==> src/rtl/bcd_add_seq_pkg.sv <==
// Shared constants for the sequential packed-BCD adder: ALU opcodes, flag
// bit positions, FSM encoding and a byte-select helper.
package bcd_add_seq_pkg;

    localparam logic [2:0] ALU_OP_ADD_C = 3'b000;
    localparam logic [2:0] ALU_OP_DAA_C = 3'b011;

    localparam int FLAG_CF_BIT = 0;
    localparam int FLAG_AF_BIT = 4;

    typedef enum logic [1:0] {
        ST_IDLE = 2'd0,
        ST_ADD  = 2'd1,
        ST_DAA  = 2'd2,
        ST_DONE = 2'd3
    } state_t;

    function automatic logic [7:0] byte_sel(input logic [31:0] w, input logic [1:0] i);
        logic [7:0] r;
        case (i)
            2'd0:    r = w[7:0];
            2'd1:    r = w[15:8];
            2'd2:    r = w[23:16];
            default: r = w[31:24];
        endcase
        return r;
    endfunction

endpackage

==> src/rtl/bcd_add_seq_nibble_check.sv <==
// Flags a packed-BCD byte in which either nibble is above 9.
module bcd_nibble_check (
    input  logic [7:0] din,
    output logic       bad
);

    assign bad = (din[7:4] > 4'd9) || (din[3:0] > 4'd9);

endmodule

==> src/rtl/bcd_add_seq.sv <==
// Sequential packed-BCD adder that drives an external ALU: per byte, one
// binary ADD cycle followed by one decimal-adjust (DAA) cycle.
module bcd_add_seq
    import bcd_add_seq_pkg::*;
#(
    parameter logic [2:0] ALU_OP_ADD = ALU_OP_ADD_C,
    parameter logic [2:0] ALU_OP_DAA = ALU_OP_DAA_C
) (
    input  logic        clk,
    input  logic        reset,
    input  logic        start,
    input  logic [31:0] a_bcd,
    input  logic [31:0] b_bcd,
    input  logic        cin,
    input  logic [1:0]  len,
    output logic [31:0] alu_a,
    output logic [31:0] alu_b,
    output logic [2:0]  alu_op,
    output logic        alu_cf,
    output logic        alu_af,
    input  logic [31:0] alu_out,
    input  logic [31:0] alu_flags,
    output logic        busy,
    output logic        done,
    output logic [31:0] sum,
    output logic        cout,
    output logic        bcd_err
);

    state_t      state, state_next;
    logic [31:0] a_q, b_q, sum_q;
    logic [1:0]  len_q, idx;
    logic [7:0]  raw_q;
    logic        cf_q, af_q, carry_q, cout_q, err_q;

    logic [3:0]  a_bad, b_bad, active;
    logic        err_in;
    logic [7:0]  a_byte, b_byte, raw_next;
    logic        unused_ok;

    assign unused_ok = ^{alu_out[31:9], alu_flags[31:1]};

    genvar j;
    generate
        for (j = 0; j < 4; j++) begin : g_chk
            bcd_nibble_check u_chk_a (.din(a_bcd[8*j +: 8]), .bad(a_bad[j]));
            bcd_nibble_check u_chk_b (.din(b_bcd[8*j +: 8]), .bad(b_bad[j]));
            assign active[j] = (2'(j) <= len);
        end
    endgenerate

    assign err_in   = |((a_bad | b_bad) & active);
    assign a_byte   = byte_sel(a_q, idx);
    assign b_byte   = byte_sel(b_q, idx);
    assign raw_next = alu_out[7:0];

    always_comb begin
        state_next = state;
        alu_a      = '0;
        alu_b      = '0;
        alu_op     = ALU_OP_ADD;
        alu_cf     = 1'b0;
        alu_af     = 1'b0;
        case (state)
            ST_IDLE: if (start) state_next = ST_ADD;
            ST_ADD: begin
                alu_a      = {24'b0, a_byte};
                alu_b      = {24'b0, b_byte} + {31'b0, carry_q};
                state_next = ST_DAA;
            end
            ST_DAA: begin
                alu_op     = ALU_OP_DAA;
                alu_a      = {24'b0, raw_q};
                alu_cf     = cf_q;
                alu_af     = af_q;
                state_next = (idx < len_q) ? ST_ADD : ST_DONE;
            end
            default: state_next = ST_IDLE;
        endcase
    end

    always_ff @(posedge clk) begin
        if (reset) begin
            state   <= ST_IDLE;
            a_q     <= '0;
            b_q     <= '0;
            len_q   <= '0;
            idx     <= '0;
            raw_q   <= '0;
            cf_q    <= 1'b0;
            af_q    <= 1'b0;
            carry_q <= 1'b0;
            sum_q   <= '0;
            cout_q  <= 1'b0;
            err_q   <= 1'b0;
        end else begin
            state <= state_next;
            case (state)
                ST_IDLE: if (start) begin
                    a_q     <= a_bcd;
                    b_q     <= b_bcd;
                    len_q   <= len;
                    carry_q <= cin;
                    idx     <= '0;
                    sum_q   <= '0;
                    cout_q  <= 1'b0;
                    err_q   <= err_in;
                end
                ST_ADD: begin
                    // AF is recovered from the raw sum since the ALU flags are not trusted for ADD
                    raw_q <= raw_next;
                    cf_q  <= alu_out[8];
                    af_q  <= (a_byte[FLAG_AF_BIT] ^ b_byte[FLAG_AF_BIT] ^ raw_next[FLAG_AF_BIT]);
                end
                ST_DAA: begin
                    sum_q[{idx, 3'b000} +: 8] <= alu_out[7:0];
                    carry_q <= alu_flags[FLAG_CF_BIT];
                    cout_q  <= alu_flags[FLAG_CF_BIT];
                    idx     <= idx + 2'd1;
                end
                default: ;
            endcase
        end
    end

    assign busy    = (state == ST_ADD) || (state == ST_DAA);
    assign done    = (state == ST_DONE);
    assign sum     = sum_q;
    assign cout    = cout_q;
    assign bcd_err = err_q;

endmodule
==> config.mk <==
export PLATFORM = sky130hd
export DESIGN_NAME = bcd_add_seq
export DESIGN_NICKNAME = d
export VERILOG_FILES = /design/src/rtl/bcd_add_seq_pkg.sv /design/src/rtl/bcd_add_seq_nibble_check.sv /design/src/rtl/bcd_add_seq.sv
export SDC_FILE = /design/constraint.sdc
export NUM_CORES = 1
export LEC_CHECK = 0
export CAP_MARGIN = 20
export CORE_ASPECT_RATIO = 0.9
export CORE_UTILIZATION = 42
export CTS_CLUSTER_SIZE = 8
export DETAILED_ROUTE_END_ITERATION = 10
export MAX_ROUTING_LAYER = met4
export PLACE_DENSITY = 0.8
export SYNTH_ARGS = -nofsm -noshare
export SYNTH_HDL_FRONTEND = slang
export SYNTH_SLANG_ARGS = --single-unit
==> constraint.sdc <==
create_clock -name clk -period 3.7 [get_ports clk]
set_input_delay 0.37 -clock clk [delete_from_list [all_inputs] [get_ports clk]]
set_output_delay 0.37 -clock clk [all_outputs]
set_load 0.02 [all_outputs]
==> flow_summary.ini, run 1 <==
[outcome]
outcome = finished, final reports clean

[logic_synthesis]
synthArstFlopShare = 0
syn_avg_cell_area_sq_um = 8.00
yosysTopAreaCell = dfxtp_1
ys_types = 38
synth-seq-cells = 115
yosysWarnings = 0
ys.flop_type = dfxtp_1
yosysMostFrequentCell = nand2_1
synth_commonest_cells = 148 x nand2_1, 115 x dfxtp_1, 78 x a21oi_1
yosys-top-cells-area = dfxtp_1 43%, nand2_1 10%, a21oi_1 7.3%
seq_area_frac_synth = 0.430
syn-cell-area_sq_mm = 0.00536
synth-edff-count = 0
synthCells = 670
synth_top_area_frac = 0.430

[global_routing]
grt_max_degree = 116
gr-usage-all-layers = 0.230
grt_pass1_wl_microns = 22500
grt_pass1_vias = 4457
antenna_found_initial = 0
grt-ovfl-total = 0

[die]
dieArea_sq_mm = 0.0132
coreArea_sq_mm = 0.0123
fp.dieW_microns = 121
dieHeight_microns = 109
start_util = 0.437
num_rows = 38
ioPinCount = 239

[critical_path]
critPathBufInv = 3
cp.required_ns = 3.33
crit_type = flip-flop to output pin
critPathMaxStageDelay_ns = 0.60
end_kind = output pin
critPathMaxFanout = 10
cp_top_family = buffers and inverters
crit_arrival_ns = 3.10
slowest_stage = clkdlybuf4s50_1
cp_common_cell = inv_1
cp-start-kind = flip-flop
crit_chain = inv_1 > ha_2 > a222oi_1 > a21oi_1 > ha_1 > inv_1 > a211oi_1 > nand2_1 > xor2_1 > nor2_1 > clkdlybuf4s50_1

[timing]
finalClockSkew_ns = 0.0137
slew_viol_final = 0
final-hold-violation-count = 0
tightest_slew_ns = 0.708
whs_ns = 0.395
period_minus_slack_ns = 3.47
fmax_ghz = 0.288
rsz0062_at_grt = no
fin_crit_sh = 0.938
setup-violations-final = 0
final.setup.tns_ns = 0
maxSlewHeadroom = 0.528

[routing]
drt_iter0_markers = 479
ant_nets = 0
via_count = 5009
drt_pre_antenna_iters = 8
via_per_inst = 5.18
post_drt_wl_per_cell_microns = 15.4
drc = 0
routed_wl_microns = 14900

[clock_tree]
clk_pin_slew_ns = 0.06
cts_sinks = 115
cts_hold_buf = 0
clockBufferDepth = 2
clkLatencyLatePin_ns = 0.41
htreeDepth = 4
clockRootBuffer = clkbuf_16
cts_tree = yes
numCtsBuffers = 17

[run]
cap_violations = 0

[place]
place_congestion = 0.848
io_buffers = 136
dp_hpwl_microns = 10200

[cells_and_area]
fillers = 1105
drive_gt1_frac = 0.0694
nNetsFinal = 942
areaGrowthSynthToFinish_pct = 36.1
n_antenna_cell = 0

[power]
power.density_mw_per_mm2 = 530
vdd_ir_drop_max_mv = 0.378
total_leakage_power_nw = 2.78

[worst_hold_path]
hp-class = input pin to flip-flop
cell usage in the layout, fill, tap and decap left out, types with 15 or more instances in the layout:
cell               n
nor2b_1           15
a222oi_1          16
clkdlybuf4s50_1  131
dfxtp_1          114
clkbuf_16         17
nor2_1            63
o21ai_0           27
a22oi_1           40
conb_1            48
a21oi_1           78
nand2_1          147
routing by layer:
layer | global-route usage | part of all wire
met3 | 0.0434 | 0.063
met1 | 0.301 | 0.45
met4 | 0.0608 | 0.0065
met5 | - | 0
met2 | 0.364 | 0.48
what timing repair did:
action	4_1_cts	5_1_grt
resized for setup	5	5
buffers inserted	0	3
pin swaps	0	0
setup endpoints to repair	2	5
sequential cells by signal, indices dropped and copies added (netlist names):
signal	count
len_q	2
af_q	1
state	2
b_q	32
cout	1
a_q	32
raw_q	8
idx	2
sum	32
cf_q	1
carry_q	1
bcd_err	1
kinds of logic (layout without fill, tap and decap cells):
logic type,after synthesis,in the layout,synth area share
flops,115,115,0.430
fa+ha+maj,14,14,0.0327
simple gates,249,249,0.196
buf+inv,101,191,0.108
compound gates,173,173,0.200
xor+xnor,6,6,0.0126
mux,11,11,0.0205
other cells,1,48,0.000700
area by class of cell:
cell class	count	area (sq um)	share of cell area
clock inverters	15	174	0.0238
flip-flops and latches	115	2300	0.316
clock buffers	17	425	0.0583
well taps	160	200	0.0274
repair buffers	147	1470	0.202
multi-input cells	501	2670	0.366
inverters	12	48.8	0.00669
metrics by stage:
step | utilization | total power, W | cells | cell area [sq um] | setup slack [ns]
2_1_floorplan | - | 0.00198 | 717 | 5540 | 0.721
3_3_place_gp | 0.540 | 0.00221 | 931 | 6620 | 0.345
3_5_place_dp | 0.540 | 0.00222 | 931 | 6620 | 0.324
4_1_cts | 0.590 | 0.00387 | 963 | 7230 | 0.00431
5_1_grt | 0.595 | 0.00403 | 967 | 7300 | 0.0482
6_report | 0.595 | 0.00387 | 967 | 7300 | 0.231
power breakdown:
group          switching, W  total, W  internal [W]
logic              0.000495  0.000802      0.000307
clock network      0.000641   0.00165       0.00101
registers         0.0000645   0.00141       0.00135
total               0.00120   0.00387       0.00267
worst reg2reg max path, delay by kind of cell (launching register included):
| kind | cells | cell delay [ns] |
|---|---|---|
| adders and majority gates | 1 | 0.62 |
| DFF | 1 | 0.38 |
| and+or+nand+nor | 1 | 0.12 |
| buffers and inverters | 2 | 0.44 |
| AOI/OAI and AO/OA | 2 | 0.81 |
final timing paths:
path / from / endpoint / slack [ns] / cells after the start
hold reg to reg: b_q[31] / b_q[31] / 0.45 / 2
hold / removal: reset / cf_q / 0.40 / 2
setup / recovery: idx[0] / alu_b[3] / 0.23 / 11
setup reg to reg: state[0] / sum[28] / 1.28 / 6
Note: power is estimated with default switching activity, not from simulation.
==> inputs of run 2 (changes only) <==
--- a/config.mk
+++ b/config.mk
@@ -12,6 +12,7 @@
 export DETAILED_ROUTE_END_ITERATION = 10
 export MAX_ROUTING_LAYER = met4
 export PLACE_DENSITY = 0.8
+export SKIP_CTS_REPAIR_TIMING = 1
 export SYNTH_ARGS = -nofsm -noshare
 export SYNTH_HDL_FRONTEND = slang
 export SYNTH_SLANG_ARGS = --single-unit
==> run 2 against run 1 <==
  * Sequential power hardly changed
  * Via count increased by 0.16%
  * Flip-flop and latch count unchanged
  * Global-route usage barely moved
  * Hold slack got worse by 0.00089 ns
  * Largest cell class unchanged
  * Cell area hardly changed
  * Worst setup slack gained 0.035 ns
  * Core utilization barely moved
  * Register-to-register slack hardly changed
  * Non-clock buffer count unchanged
==> flow_summary.ini, run 2 (synthesis results as in run 1) <==
[die]
num_rows = 38
ioPinCount = 239
start_util = 0.437
fp.dieW_microns = 121
dieHeight_microns = 109
dieArea_sq_mm = 0.0132
coreArea_sq_mm = 0.0123

[cells_and_area]
fin_area_sq_mm = 0.00730
drive_gt1_frac = 0.0706
nNetsFinal = 942
final_cell_mix = 147 x nand2_1, 131 x clkdlybuf4s50_1, 114 x dfxtp_1
stdcell_count = 967
n_antenna_cell = 0
mostFrequentLayoutCell = nand2_1
areaGrowthSynthToFinish_pct = 36.2
fillers = 1107

[power]
total_leakage_power_nw = 2.78
power_w = 0.00387
vdd_ir_drop_max_mv = 0.378
power.density_mw_per_mm2 = 530

[timing]
period_minus_slack_ns = 3.43
fmax_ghz = 0.291
rsz0062_at_grt = no
finalClockSkew_ns = 0.0112
slew_viol_final = 0
tightest_slew_ns = 0.701
setup-violations-final = 0
layout_setup_ws_ns = 0.265
final-hold-violation-count = 0
maxSlewHeadroom = 0.533
whs_ns = 0.394
fin_crit_sh = 0.928

[place]
postPlaceCellArea_sq_mm = 0.00662
post-place-ws_ns = 0.324
io_buffers = 136
dp.cells = 931
place_congestion = 0.848
dp_hpwl_microns = 10200

[routing]
routed_wl_microns = 14900
drt_iter0_markers = 469
ant_nets = 0
via_count = 5017
drc = 0
post_drt_wl_per_cell_microns = 15.4
via_per_inst = 5.19
drt_pre_antenna_iters = 7

[critical_path]
cp-start-kind = flip-flop
cp_common_cell = inv_1
end_kind = output pin
crit_chain = inv_1 > ha_2 > a222oi_1 > a21oi_1 > ha_1 > inv_1 > a211oi_1 > nand2_1 > xor2_1 > nor2_1 > clkdlybuf4s50_1
critPathBufInv = 3
cp_top_family = buffers and inverters
cp.required_ns = 3.33
slowest_stage = clkdlybuf4s50_1
critPathMaxStageDelay_ns = 0.60
crit_arrival_ns = 3.06
crit_type = flip-flop to output pin
critPathMaxFanout = 10
r2r_slack_ns = 1.28

[global_routing]
grt_pass1_wl_microns = 22500
grt_pass1_vias = 4455
grt-ovfl-total = 0
gr-usage-all-layers = 0.230
antenna_found_initial = 0
grt_max_degree = 116

[run]
cap_violations = 0

[clock_tree]
clockRootBuffer = clkbuf_16
htreeDepth = 4
clkLatencyLatePin_ns = 0.41
cts_sinks = 115
clk_pin_slew_ns = 0.06
numCtsBuffers = 17
cts_tree = yes
clockBufferDepth = 2

[outcome]
outcome = finished, final reports clean

[worst_hold_path]
hp-class = input pin to flip-flop
run 2: cell count changes in the layout (fill, tap and decap cells not counted):
cell     previous run  this run
a21oi_1            78        77
a21oi_2             1         2
run 2: cell type report:
type                            instances  area [sq um]  share of cell area
Timing Repair Buffer                  147          1470               0.202
Inverter                               12          48.8             0.00668
Clock buffer                           17           425              0.0583
Tap cell                              160           200              0.0274
Clock inverter                         15           174              0.0238
Multi-Input combinational cell        501          2680               0.367
Sequential cell                       115          2300               0.316
run 2: where the power goes:
part / leakage (nW) / switching [W] / total [W] / internal (W)
clock: 0.286 / 0.000644 / 0.00166 / 0.00101
combinational: 1.55 / 0.000495 / 0.000803 / 0.000308
sequential: 0.939 / 0.0000643 / 0.00141 / 0.00135
total: 2.78 / 0.00120 / 0.00387 / 0.00267
run 2: per-stage QoR:
stage	TNS [ns]	utilization
finish	0	0.595
global route	0	0.595
CTS	-0.177	0.589
detailed placement	0	0.540
global placement	0	0.540
floorplan	0	-
run 2: path summary, 6_finish.rpt:
check,start,to,depth (start not counted)
worst min register to register,b_q[31],b_q[31],2
worst max-delay path,idx[0],alu_b[3],11
worst max register to register,state[0],sum[6],6
worst min-delay path,reset,cf_q,2
run 2: metal layers:
metal | vias to the layer above | part of all wire | GRT usage
li1 | 2447 | - | -
met1 | 2358 | 0.44 | 0.301
met2 | 202 | 0.48 | 0.364
met3 | 10 | 0.073 | 0.0434
met4 | 0 | 0.0072 | 0.0608
met5 | - | 0 | -
